$ cat src/rtl/multicycle_ctrl_fsm.sv
// Multi-cycle control FSM for the MIPS-subset CPU.
// Sequences fetch / decode / execute / memory / writeback, plus mult/div
// start-wait handshakes guarded by a watchdog and a sticky trap state.
//
// Memory handshake: while the FSM sits in FETCH or MEM it holds its request
// (MemRead or MemWrite) high; mem_ready acts as the ready side and the access
// completes on the rising edge where mem_ready is 1. Nothing that commits
// the access (IRWrite, PCWrite, state advance) happens before that edge.
module multicycle_ctrl_fsm #(
    parameter int ALUOP_W    = 4,
    parameter int MD_TIMEOUT = 64,
    parameter int TO_CNT_W   = 7
) (
    input  logic               clk,
    input  logic               reset_n,
    input  logic [5:0]         opcode,
    input  logic [5:0]         funct,
    input  logic               mem_ready,
    input  logic               mult_done_in,
    input  logic               div_done_in,
    output logic               PCWrite,
    output logic               PCWriteCond,
    output logic               PCWriteCondNeg,
    output logic               IorD,
    output logic               MemRead,
    output logic               MemWrite,
    output logic               IRWrite,
    output logic               RegWrite,
    output logic               ALUSrcA,
    output logic               HIWrite,
    output logic               LOWrite,
    output logic               MultStart,
    output logic               DivStart,
    output logic [1:0]         RegDst,
    output logic [1:0]         ALUSrcB,
    output logic [1:0]         PCSource,
    output logic [ALUOP_W-1:0] ALUOp,
    output logic [2:0]         WBDataSrc,
    output logic               illegal_op,
    output logic               md_timeout,
    output logic [3:0]         state_out
);

    typedef enum logic [3:0] {
        S_RESET    = 4'd0,
        S_FETCH    = 4'd1,
        S_DECODE   = 4'd2,
        S_EXEC_R   = 4'd3,
        S_EXEC_I   = 4'd4,
        S_MEM      = 4'd5,
        S_WB       = 4'd6,
        S_BRANCH   = 4'd7,
        S_MD_START = 4'd8,
        S_MD_WAIT  = 4'd9,
        S_TRAP     = 4'd10
    } state_t;

    localparam logic [5:0] OP_RTYPE = 6'h00;
    localparam logic [5:0] OP_J     = 6'h02;
    localparam logic [5:0] OP_BEQ   = 6'h04;
    localparam logic [5:0] OP_BNE   = 6'h05;
    localparam logic [5:0] OP_ADDI  = 6'h08;
    localparam logic [5:0] OP_LW    = 6'h23;
    localparam logic [5:0] OP_SW    = 6'h2B;

    localparam logic [5:0] F_MFHI = 6'h10;
    localparam logic [5:0] F_MFLO = 6'h12;
    localparam logic [5:0] F_MULT = 6'h18;
    localparam logic [5:0] F_DIV  = 6'h1A;
    localparam logic [5:0] F_ADD  = 6'h20;
    localparam logic [5:0] F_SUB  = 6'h22;
    localparam logic [5:0] F_AND  = 6'h24;
    localparam logic [5:0] F_OR   = 6'h25;
    localparam logic [5:0] F_SLT  = 6'h2A;

    localparam logic [ALUOP_W-1:0] ALU_ADD = ALUOP_W'(1);
    localparam logic [ALUOP_W-1:0] ALU_SUB = ALUOP_W'(2);
    localparam logic [ALUOP_W-1:0] ALU_AND = ALUOP_W'(3);
    localparam logic [ALUOP_W-1:0] ALU_OR  = ALUOP_W'(4);
    localparam logic [ALUOP_W-1:0] ALU_SLT = ALUOP_W'(5);

    // Last watchdog value: MD_WAIT cycle number MD_TIMEOUT sees this count.
    localparam logic [TO_CNT_W-1:0] CNT_LAST = TO_CNT_W'(MD_TIMEOUT - 1);

    state_t              state_q, state_d;
    logic [TO_CNT_W-1:0] cnt_q, cnt_d;
    logic                ill_q, ill_d;
    logic                tmo_q, tmo_d;

    logic                is_r;
    logic                r_alu;
    logic                r_md;
    logic                r_mf;
    logic                md_is_mult;
    logic                md_done;
    logic [ALUOP_W-1:0]  r_alu_op;

    // Instruction classification from the IR fields.
    always_comb begin
        is_r       = (opcode == OP_RTYPE);
        r_alu      = is_r && ((funct == F_ADD) || (funct == F_SUB) || (funct == F_AND) ||
                              (funct == F_OR)  || (funct == F_SLT));
        r_md       = is_r && ((funct == F_MULT) || (funct == F_DIV));
        r_mf       = is_r && ((funct == F_MFHI) || (funct == F_MFLO));
        md_is_mult = (funct == F_MULT);
        // Only the unit that was started can complete the wait.
        md_done    = md_is_mult ? mult_done_in : div_done_in;
    end

    // ALU operation for R-type arithmetic, selected by funct.
    always_comb begin
        r_alu_op = ALU_ADD;
        case (funct)
            F_ADD:   r_alu_op = ALU_ADD;
            F_SUB:   r_alu_op = ALU_SUB;
            F_AND:   r_alu_op = ALU_AND;
            F_OR:    r_alu_op = ALU_OR;
            F_SLT:   r_alu_op = ALU_SLT;
            default: r_alu_op = ALU_ADD;
        endcase
    end

    // Next-state, watchdog, sticky flags and all datapath controls.
    always_comb begin
        state_d        = state_q;
        cnt_d          = cnt_q;
        ill_d          = ill_q;
        tmo_d          = tmo_q;
        PCWrite        = 1'b0;
        PCWriteCond    = 1'b0;
        PCWriteCondNeg = 1'b0;
        IorD           = 1'b0;
        MemRead        = 1'b0;
        MemWrite       = 1'b0;
        IRWrite        = 1'b0;
        RegWrite       = 1'b0;
        ALUSrcA        = 1'b0;
        HIWrite        = 1'b0;
        LOWrite        = 1'b0;
        MultStart      = 1'b0;
        DivStart       = 1'b0;
        RegDst         = 2'b00;
        ALUSrcB        = 2'b00;
        PCSource       = 2'b00;
        ALUOp          = '0;
        WBDataSrc      = 3'b000;

        case (state_q)
            S_RESET: begin
                state_d = S_FETCH;
            end
            S_FETCH: begin
                // PC+4 is computed every fetch cycle but only committed with the IR.
                MemRead = 1'b1;
                ALUSrcB = 2'b01;
                ALUOp   = ALU_ADD;
                IRWrite = mem_ready;
                PCWrite = mem_ready;
                if (mem_ready) state_d = S_DECODE;
            end
            S_DECODE: begin
                if (r_md)                                          state_d = S_MD_START;
                else if (r_mf)                                     state_d = S_WB;
                else if (r_alu)                                    state_d = S_EXEC_R;
                else if ((opcode == OP_LW) || (opcode == OP_SW) ||
                         (opcode == OP_ADDI))                      state_d = S_EXEC_I;
                else if ((opcode == OP_BEQ) || (opcode == OP_BNE)) state_d = S_BRANCH;
                else if (opcode == OP_J) begin
                    PCWrite  = 1'b1;
                    PCSource = 2'b10;
                    state_d  = S_FETCH;
                end else begin
                    state_d = S_TRAP;
                    ill_d   = 1'b1;
                end
            end
            S_EXEC_R: begin
                ALUSrcA = 1'b1;
                ALUOp   = r_alu_op;
                state_d = S_WB;
            end
            S_EXEC_I: begin
                ALUSrcA = 1'b1;
                ALUSrcB = 2'b10;
                ALUOp   = ALU_ADD;
                state_d = (opcode == OP_ADDI) ? S_WB : S_MEM;
            end
            S_MEM: begin
                IorD = 1'b1;
                if (opcode == OP_SW) begin
                    MemWrite = 1'b1;
                    if (mem_ready) state_d = S_FETCH;
                end else begin
                    MemRead = 1'b1;
                    if (mem_ready) state_d = S_WB;
                end
            end
            S_WB: begin
                RegWrite = 1'b1;
                if (is_r) begin
                    RegDst = 2'b01;
                    case (funct)
                        F_SLT:   WBDataSrc = 3'b101;
                        F_MFHI:  WBDataSrc = 3'b010;
                        F_MFLO:  WBDataSrc = 3'b011;
                        default: WBDataSrc = 3'b000;
                    endcase
                end else if (opcode == OP_LW) begin
                    WBDataSrc = 3'b001;
                end
                state_d = S_FETCH;
            end
            S_BRANCH: begin
                // Datapath compares via SUB; bne uses the inverted-zero write enable.
                ALUSrcA        = 1'b1;
                ALUOp          = ALU_SUB;
                PCWriteCond    = (opcode == OP_BEQ);
                PCWriteCondNeg = (opcode == OP_BNE);
                state_d        = S_FETCH;
            end
            S_MD_START: begin
                MultStart = md_is_mult;
                DivStart  = !md_is_mult;
                cnt_d     = '0;
                state_d   = S_MD_WAIT;
            end
            S_MD_WAIT: begin
                // Done takes priority over the watchdog in the final allowed cycle.
                if (md_done) begin
                    HIWrite = 1'b1;
                    LOWrite = 1'b1;
                    state_d = S_FETCH;
                end else if (cnt_q == CNT_LAST) begin
                    state_d = S_TRAP;
                    tmo_d   = 1'b1;
                end else begin
                    cnt_d = cnt_q + TO_CNT_W'(1);
                end
            end
            S_TRAP: begin
                state_d = S_TRAP;
            end
            default: begin
                state_d = S_RESET;
            end
        endcase
    end

    // State, watchdog and sticky flags; everything clears asynchronously.
    always_ff @(posedge clk or negedge reset_n) begin
        if (!reset_n) begin
            state_q <= S_RESET;
            cnt_q   <= '0;
            ill_q   <= 1'b0;
            tmo_q   <= 1'b0;
        end else begin
            state_q <= state_d;
            cnt_q   <= cnt_d;
            ill_q   <= ill_d;
            tmo_q   <= tmo_d;
        end
    end

    assign illegal_op = ill_q;
    assign md_timeout = tmo_q;
    assign state_out  = state_q;

endmodule

$ cat config.mk
export PLATFORM = sky130hd
export DESIGN_NAME = multicycle_ctrl_fsm
export DESIGN_NICKNAME = d
export VERILOG_FILES = /design/src/rtl/multicycle_ctrl_fsm.sv
export SDC_FILE = /design/constraint.sdc
export NUM_CORES = 1
export LEC_CHECK = 0
export CAP_MARGIN = 20
export CORE_ASPECT_RATIO = 0.8
export CORE_MARGIN = 1
export CORE_UTILIZATION = 35
export DETAILED_ROUTE_END_ITERATION = 10
export GPL_ROUTABILITY_DRIVEN = 1
export GPL_TIMING_DRIVEN = 0
export PLACE_DENSITY = 0.74
export SYNTH_ARGS = -nofsm -noshare
export SYNTH_HDL_FRONTEND = slang
export SYNTH_SLANG_ARGS = --single-unit
export TNS_END_PERCENT = 100
$ cat constraint.sdc
create_clock -name clk -period 1.9 [get_ports clk]
set_input_delay 0.38 -clock clk [delete_from_list [all_inputs] [get_ports clk]]
set_output_delay 0.38 -clock clk [all_outputs]
set_load 0.005 [all_outputs]
# Word-level counts from Yosys, hierarchy flattened
# Index checks and enable logic that the tools add are counted.
# classes
n_addsub	1
eq_ne	31
muxes	55
n_bitwise	7
n_reduce_logical	23
# op_table
cell	n
4-bit 2-to-1 mux	12
6-bit == test (second input constant)	7
4-bit one-hot mux with 9 select lines	1
6-bit by 5-bit == test with 1-bit output (second input constant)	4
1-bit 2-to-1 mux	23
3-bit one-hot mux with 3 select lines	2
4-bit by 3-bit == test with 1-bit output (second input constant)	4
2-bit 2-to-1 mux	8
7-bit 2-to-1 mux	2
7-bit one-hot mux with 2 select lines	1
4-bit == test (second input constant)	3
6-bit by 3-bit == test with 1-bit output (second input constant)	2
3-bit one-hot mux with 4 select lines	1
1-bit logical OR	9
3-bit AND reduction	3
4-bit by 2-bit == test with 1-bit output (second input constant)	2
2-bit inequality test (second input constant)	4
7-bit by 1-bit adder with 7-bit output (second input constant)	1
7-bit by 6-bit == test with 1-bit output (second input constant)	1
1-bit inverter	7
7-bit AND reduction	1
6-bit by 2-bit == test with 1-bit output (second input constant)	1
6-bit by 4-bit == test with 1-bit output (second input constant)	1
6-bit logical NOT	1
11 further kinds	16
# totals
regBits	13
input_bits	17
out_inout_bits	32
wordCells	121

# Longest topological paths before layout
# Gate-level depths: netlist of run 1.
# depth
word_depth	10
ltp_mapped	7
mapped_depth_nobuf	6

# Worst setup path after synthesis of run 1
# OpenSTA, ideal clock, no wires.
# synth_path
path_type	in2reg
start	input opcode[0]
end	register state_q[0], in the netlist state_out[0]
setup_ns	0.139
arrival_ns	1.877
required_ns	1.761
setup_slack_ns	-0.115
path_stages	7
n_path_buf	2
cell_sequence	clkbuf_1 or3_1 or2_1 clkbuf_1 nor2_1 a2111oi_0 or4_1
# synth_between
elab_chain_len	8
elab_cells_between_ends	22
# synth_rtl
item	line_no	rtl
start: declaration	16	input logic [5:0] opcode,
6-bit by 2-bit == test with 1-bit output (tied with other cells)	168	else if (opcode == OP_J) begin
4-bit 2-to-1 mux (tied with other cells)	168	
4-bit 2-to-1 mux / 1-bit logical OR (equally long branches)	167, 165	
4-bit 2-to-1 mux	165	else if ((opcode == OP_LW) || (opcode == OP_SW) ||
4-bit 2-to-1 mux	164	else if (r_alu) state_d = S_EXEC_R;
4-bit 2-to-1 mux	163	else if (r_mf) state_d = S_WB;
4-bit 2-to-1 mux	162	if (r_md) state_d = S_MD_START;
4-bit one-hot mux with 9 select lines *	148	case (state_q)
end signal: assignment	257	state_q <= state_d;
end: declaration	85	state_t state_q, state_d;
# Mark *: on every way between the ends. The rest lies on a longest branch, timed or not.
# A chain may end at the register's enable or synchronous reset.

# Worst setup path after layout of run 1
# layout_path
start	register state_q[2], in the netlist state_out[2]
end	register cnt_q[4]
# layout_between
elab_chain_len	3
elab_cells_between_ends	7
# layout_rtl
item	line_no	rtl
4-bit == test	148	
2-bit inequality test (no line) / 2-bit nonzero test (equally long branches)	--	
3-bit AND reduction (no line)	--	
end signal: assignment	258	cnt_q <= cnt_d;
end: declaration	86	logic [TO_CNT_W-1:0] cnt_q, cnt_d;
# Several ways; a longest one is shown, not always the timed one.

==> results of run 1 <==
## metal layers
metal | global-route usage [%] | share of wire [%]
met1 | 41.9 | 40
met2 | 48.6 | 43
met3 | 6.18 | 11
met4 | 15.7 | 5.5
met5 | 0 | 0
## Yosys cell counts (all sizes together)
cell type / instances / share of area [%]
a21oi: 17 / 6.7
nor2: 16 / 4.5
dfrtp: 13 / 24
nand2: 12 / 3.4
o21ai: 11 / 4.4
inv: 10 / 2.8
clkbuf: 9 / 2.5
nor2b: 9 / 4.2
nand3: 8 / 3.0
nor3: 7 / 2.6
or4: 7 / 4.0
o31ai: 6 / 3.4
a211oi: 5 / 2.8
and2: 5 / 2.4
buf: 5 / 3.1
nor4: 4 / 1.9
o211ai: 4 / 2.3
or3: 4 / 1.9
a211o: 3 / 2.0
and3: 3 / 1.4
nand4: 2 / 0.94
o21bai: 2 / 1.1
or2: 2 / 0.94
xnor2: 2 / 1.3
a2111oi: 1 / 0.66
a22oi: 1 / 0.57
a311oi: 1 / 0.66
a32oi: 1 / 0.66
and3b: 1 / 0.66
and4: 1 / 0.66
conb: 1 / 0.28
ha: 1 / 0.94
nand2b: 1 / 0.47
nand3b: 1 / 0.57
nand4b: 1 / 0.66
nor3b: 1 / 0.57
nor4b: 1 / 0.66
o2bb2ai: 1 / 0.66
o31a: 1 / 0.66
or3b: 1 / 0.66
or4b: 1 / 1.0
or4bb: 1 / 0.85
## final cells by class
class	instances	area [um2]	share of cell area [%]
multi-input cells	149	1330	46.0
repair buffers	112	971	33.7
flip-flops and latches	13	327	11.3
plain buffers	11	119	4.12
well taps	42	52.6	1.82
clock buffers	4	45.0	1.56
inverters	10	45.0	1.56
## worst min-delay path: cells and delay by family, from the launching register on
kind            cells  cell delay [ns]
buf+inv             1             0.05
compound gates      1             0.07
flops               1             0.34
## worst min path at each step
stage,slack (ns),endpoint,startpoint,cells past startpoint
floorplan,0.08,cnt_q[0],reset_n,0
detailed placement,0.46,md_timeout,md_timeout,2
global route,0.53,md_timeout,md_timeout,2
global placement,0.45,md_timeout,md_timeout,2
CTS,0.47,md_timeout,md_timeout,2
finish,0.49,md_timeout,md_timeout,2
## logic make-up (layout without fill, tap and decap cells)
| kind of cell | Yosys count | count (layout) | share of synthesized area, % |
|---|---|---|---|
| AOI/OAI and AO/OA | 54 | 54 | 26.6 |
| xor gates and xnor gates | 2 | 2 | 1.32 |
| adders and majority gates | 1 | 1 | 0.941 |
| buffers and inverters | 24 | 137 | 8.47 |
| DFF | 13 | 13 | 24.5 |
| other | 1 | 3 | 0.282 |
| and+or+nand+nor | 89 | 89 | 37.9 |
## flip-flops by register name, summed over array words and instances, names as in the netlist
signal,cells
md_timeout,1
cnt_q,7
illegal_op,1
state_out,4
## metrics by stage
step           util, %  setup slack (ns)
6_report          82.0            -0.370
5_1_grt           82.0            -0.380
4_1_cts           71.0            -0.374
3_5_place_dp      52.5             -1.13
3_3_place_gp      52.5             -1.12
2_1_floorplan        -           -0.0524
## power by group
group | total (uW) | switching, uW | leakage, uW | internal (uW)
combinational | 2310 | 1140 | 0.00107 | 1180
clock | 280 | 130 | 0.0000228 | 150
sequential | 528 | 146 | 0.000161 | 382
## what timing repair did
item	in CTS	in global routing
setup endpoints to repair	36	32
resized for setup	202	88
buffers inserted	39	30
pin swaps	38	36
==> summary.txt, run 1 <==
Run status
  • Run status: finished, violations left
  • Violated checks: setup timing

Drt
  • Iter 0 DRT Violations: 307
  • Antenna Nets Post-Route: 0
  • Drc violations: 0
  • Vias per cell: 6.52
  • Final WL: 7790 um
  • Routed vias: 2,223
  • DR pass1 iterations: 7
  • Routed len/inst: 22.8 um

Yosys
  • Cell variety after synth: 46
  • Area of the mapped netlist: 0.00133 mm2
  • YS warnings: 0
  • Mapped Cells: 184
  • FF+latch count, synth: 13
  • Synth Area per Inst: 7.22 um2
  • Sequential share of the synthesized area: 24.5%

Timing
  • Final period util: 119%
  • Transition time of the tightest slew-check pin: 0.683 ns
  • Final worst setup slack: -0.370 ns
  • Worst Hold Slack: 0.494 ns
  • Post-route setup TNS: -6.00 ns
  • Post-Route Skew: 0.0114 ns
  • Pins over their slew limit: 0
  • RSZ-0062 raised after global routing: true
  • Final setup fails: 32
  • Max Fclk: 441 MHz
  • Hold Violations, Final: 0
  • Rel. slew slack: 54.3%
  • Crit path time final: 2.27 ns

Floorplanning
  • Num rows: 19
  • Die width: 70.9 um
  • Chip Height: 57.1 um
  • Die footprint: 0.00405 mm2
  • Boundary Pins: 49
  • Initial core utilization: 37.8%
  • Core Area: 0.00352 mm2

GRT
  • Total Routing Usage GR: 31.3%
  • Initial antenna violation count: 0
  • First-pass GRT wire length: 9570 um
  • Largest net degree at the start of global routing: 14
  • Gr ovfl total: 0
  • Vias in the first global route: 1,808

Worst setup path
  • Reg2reg start: state_out[2]
  • Worst Setup SP: state_out[2]
  • Worst Setup End Kind: flop
  • Buf/Inv on CP: 5
  • CP max FO: 4
  • R2R Path End: cnt_q[4]
  • Most used cell, CP: buf_6
  • Largest delay share family, worst path: buffers and inverters
  • Critical path cell sequence: buf_6 -> buf_6 -> buf_6 -> buf_6 -> nor2b_4 -> o211ai_1 -> buf_4 -> or4_1 -> a21oi_1
  • Crit path DAT: 2.45 ns
  • Critical path depth in cells: 9
  • Crit path capture: cnt_q[4]
  • CP Class: flop to flop
  • Worst path required time: 2.08 ns
  • Crit-path max cell delay: 0.48 ns
  • Startpoint types: flop
  • Slowest CP cell: or4_1
  • R2r worst-path depth: 9
  • Setup slack, reg-to-reg: -0.37 ns

Cells and area
  • Fillers: 176
  • Diodes inserted: 0
  • Area Growth Syn to Fin: 117%
  • Most common cell after layout, fill and taps aside: buf_4
  • Fin cells: 341
  • Final Cell Area: 0.00289 mm2
  • Most frequent cells in the layout: buf_4, buf_6, buf_2, dfrtp_1, clkdlybuf4s50_1
  • Share of layout cells above drive strength 1: 62.5%
  • Layout Nets: 318

Pwr
  • Power per Cell Area: 1080 mW/mm2
  • Leak Pwr: 0.00125 uW
  • Total chip power: 3120 uW
  • Peak supply drop: 0.000746 V

Placement
  • Hpwl dp: 2930 um
  • GP Congestion: 0.876
  • Port Buffers: 43
  • Placed cells: 271
  • Dpl cell area: 0.00185 mm2

Clock tree
  • Clock Latency Late Sink: 0.27 ns
  • Clock slew at reported path FFs: 0.07 ns
  • Max clock buf depth: 2
  • Num CTS Buffers: 3
  • CTS tree: done
  • CTS sink count: 13
  • Level count of the clock H-tree: 1
  • CTS root buffer: clkbuf_8
  • Cts hold-fix bufs: 0

Min path
  • Hold Path Class: flop to flop

Flow run
  • MaxCap Viol Count: 0
No activity file was read; power rests on OpenSTA's default activity.
==> run 2, diff against run 1 <==
Settings changed: SETUP_SLACK_MARGIN from default to 0.5, SKIP_LAST_GASP from default to 1.
==> summary.txt, run 2 (synthesized netlist as in run 1, its figures left out) <==
Run status
  • Run status: finished, violations left
  • Violated checks: DRC, setup timing

Worst setup path
  • CP Class: flop to flop
  • Startpoint types: flop
  • Worst Setup End Kind: flop
  • Setup slack, reg-to-reg: -0.40 ns
  • CP max FO: 4
  • Crit path DAT: 2.44 ns
  • Worst path required time: 2.04 ns

Timing
  • RSZ-0062 raised after global routing: true
  • Final setup fails: 33
  • Rel. slew slack: 59.2%
  • Max Fclk: 435 MHz
  • Post-route setup TNS: -6.38 ns
  • Hold Violations, Final: 0
  • Crit path time final: 2.30 ns
  • Final worst setup slack: -0.398 ns
  • Post-Route Skew: 0.00225 ns
  • Transition time of the tightest slew-check pin: 0.610 ns
  • Pins over their slew limit: 0
  • Final period util: 121%

Clock tree
  • Clock Latency Late Sink: 0.24 ns
  • CTS sink count: 13
  • Level count of the clock H-tree: 1
  • CTS root buffer: clkbuf_8
  • Clock slew at reported path FFs: 0.06 ns
  • Max clock buf depth: 2
  • Num CTS Buffers: 3
  • CTS tree: done

Pwr
  • Gate power share: 76.8%
  • Net load switching power: 1470 uW
  • Clock share of power: 7.5%
  • Power per Cell Area: 1110 mW/mm2
  • Cell Int Power: 1880 uW
  • Switching share of power: 43.9%
  • Leak Pwr: 0.00130 uW
  • Peak supply drop: 0.000918 V
  • Seq pwr share: 15.8%

Drt
  • Routed len/inst: 22.5 um
  • Final WL: 7710 um
  • DR pass1 iterations: 8
  • Iter 0 DRT Violations: 344
  • Vias per cell: 6.52
  • Antenna Nets Post-Route: 0
  • Routed vias: 2,229
  • Drc violations: 8

Floorplanning
  • Core Area: 0.00352 mm2
  • Boundary Pins: 49
  • Die width: 70.9 um
  • Num rows: 19
  • Die footprint: 0.00405 mm2
  • Initial core utilization: 37.8%
  • Chip Height: 57.1 um

Cells and area
  • Fillers: 177
  • Share of layout cells above drive strength 1: 63.3%
  • Fin util: 85.4%
  • Diodes inserted: 0
  • Layout Nets: 319
  • Area Growth Syn to Fin: 126%
  • Most common cell after layout, fill and taps aside: buf_4
  • Largest register FFs: 7
  • Final Cell Area: 0.00300 mm2
  • Register bank with the most flops: cnt_q
  • Fin cells: 342
  • Most frequent cells in the layout: buf_4, buf_6, buf_2, dfrtp_1, a21oi_1

GRT
  • First-pass GRT wire length: 9710 um
  • Initial antenna violation count: 0
  • Largest net degree at the start of global routing: 14
  • Gr ovfl total: 0
  • Total Routing Usage GR: 30.6%
  • Vias in the first global route: 1,987

Placement
  • Dpl cell area: 0.00199 mm2
  • GP Congestion: 0.865
  • Port Buffers: 43
  • Placed cells: 271
  • Hpwl dp: 3020 um
  • Post-Place Setup Slack: -1.12 ns

Min path
  • Hold Path Class: flop to flop

Flow run
  • MaxCap Viol Count: 0
## run 2: cell types whose count changed in the layout (fill, tap and decap cells not counted), moves of 3 or more
cell             before  now
clkbuf_8              4    8
clkdlybuf4s50_1       9    4
buf_4                49   42
buf_2                16   19
buf_6                33   41
clkbuf_2              6    1
## run 2: critical path, cell delays in order, from the launching register on
cell and delay [ns]:
dfrtp_1 0.40, clkbuf_8 0.15, or4bb_4 0.57, buf_6 0.16
nor4_4 0.35, o21bai_4 0.15, and4_1 0.22, a211oi_2 0.20
## run 2: layout make-up
class	instances	area, um2	share of cell area (%)
timing repair buffer	110	981	32.7
buffer	14	176	5.87
clock buffer	4	45.0	1.50
multi-input combinational	149	1360	45.3
tap	42	52.6	1.75
sequential	13	328	10.9
inverter	10	60.1	2.00
## run 2: layer usage
metal / vias up / wire length, um / GRT usage, %
met5: - / 0 / 0
met4: 0 / 361 / 6.86
met3: 50 / 858 / 7.42
met2: 216 / 3460 / 51.0
met1: 1053 / 3030 / 40.6
li1: 910 / - / -
## run 2: worst paths after layout
check	endpoint	cells after the start	start
setup / recovery	state_out[2]	7	state_out[1]
hold / removal	illegal_op	1	illegal_op
setup reg to reg	state_out[2]	7	state_out[1]
hold reg to reg	illegal_op	1	illegal_op
max in group asynchronous	state_out[2]	1	reset_n
min in group asynchronous	illegal_op	1	reset_n
## run 2: power groups by stage
stage | combinational, uW | sequential, uW | clock (uW)
6_report | 2570 | 527 | 250
2_1_floorplan | 675 | 475 | 0
5_1_grt | 2660 | 530 | 267
3_3_place_gp | 1110 | 499 | 0
3_5_place_dp | 1120 | 499 | 0
4_1_cts | 2010 | 484 | 244
## run 2: what timing repair did
item,in CTS,in global routing
hold buffers,0,0
endpoints found under the setup margin,42,39
setup buffers,53,14
cloned,0,0
resized for setup,248,51
pin swaps,45,32
## run 2: metrics by stage
| step | power, uW | hold slack [ns] |
|---|---|---|
| 6_report | 3340 | 0.510 |
| 5_1_grt | 3460 | 0.523 |
| 4_1_cts | 2740 | 0.472 |
| 3_5_place_dp | 1610 | 0.465 |
| 3_3_place_gp | 1600 | 0.451 |
| 2_1_floorplan | 1150 | 0.0844 |
==> run 3, diff against run 2 <==
Settings changed: CORE_MARGIN 1 to default.
==> results of run 3 <==
No change in the layout: final DEF, timing and power equal those of run 2.
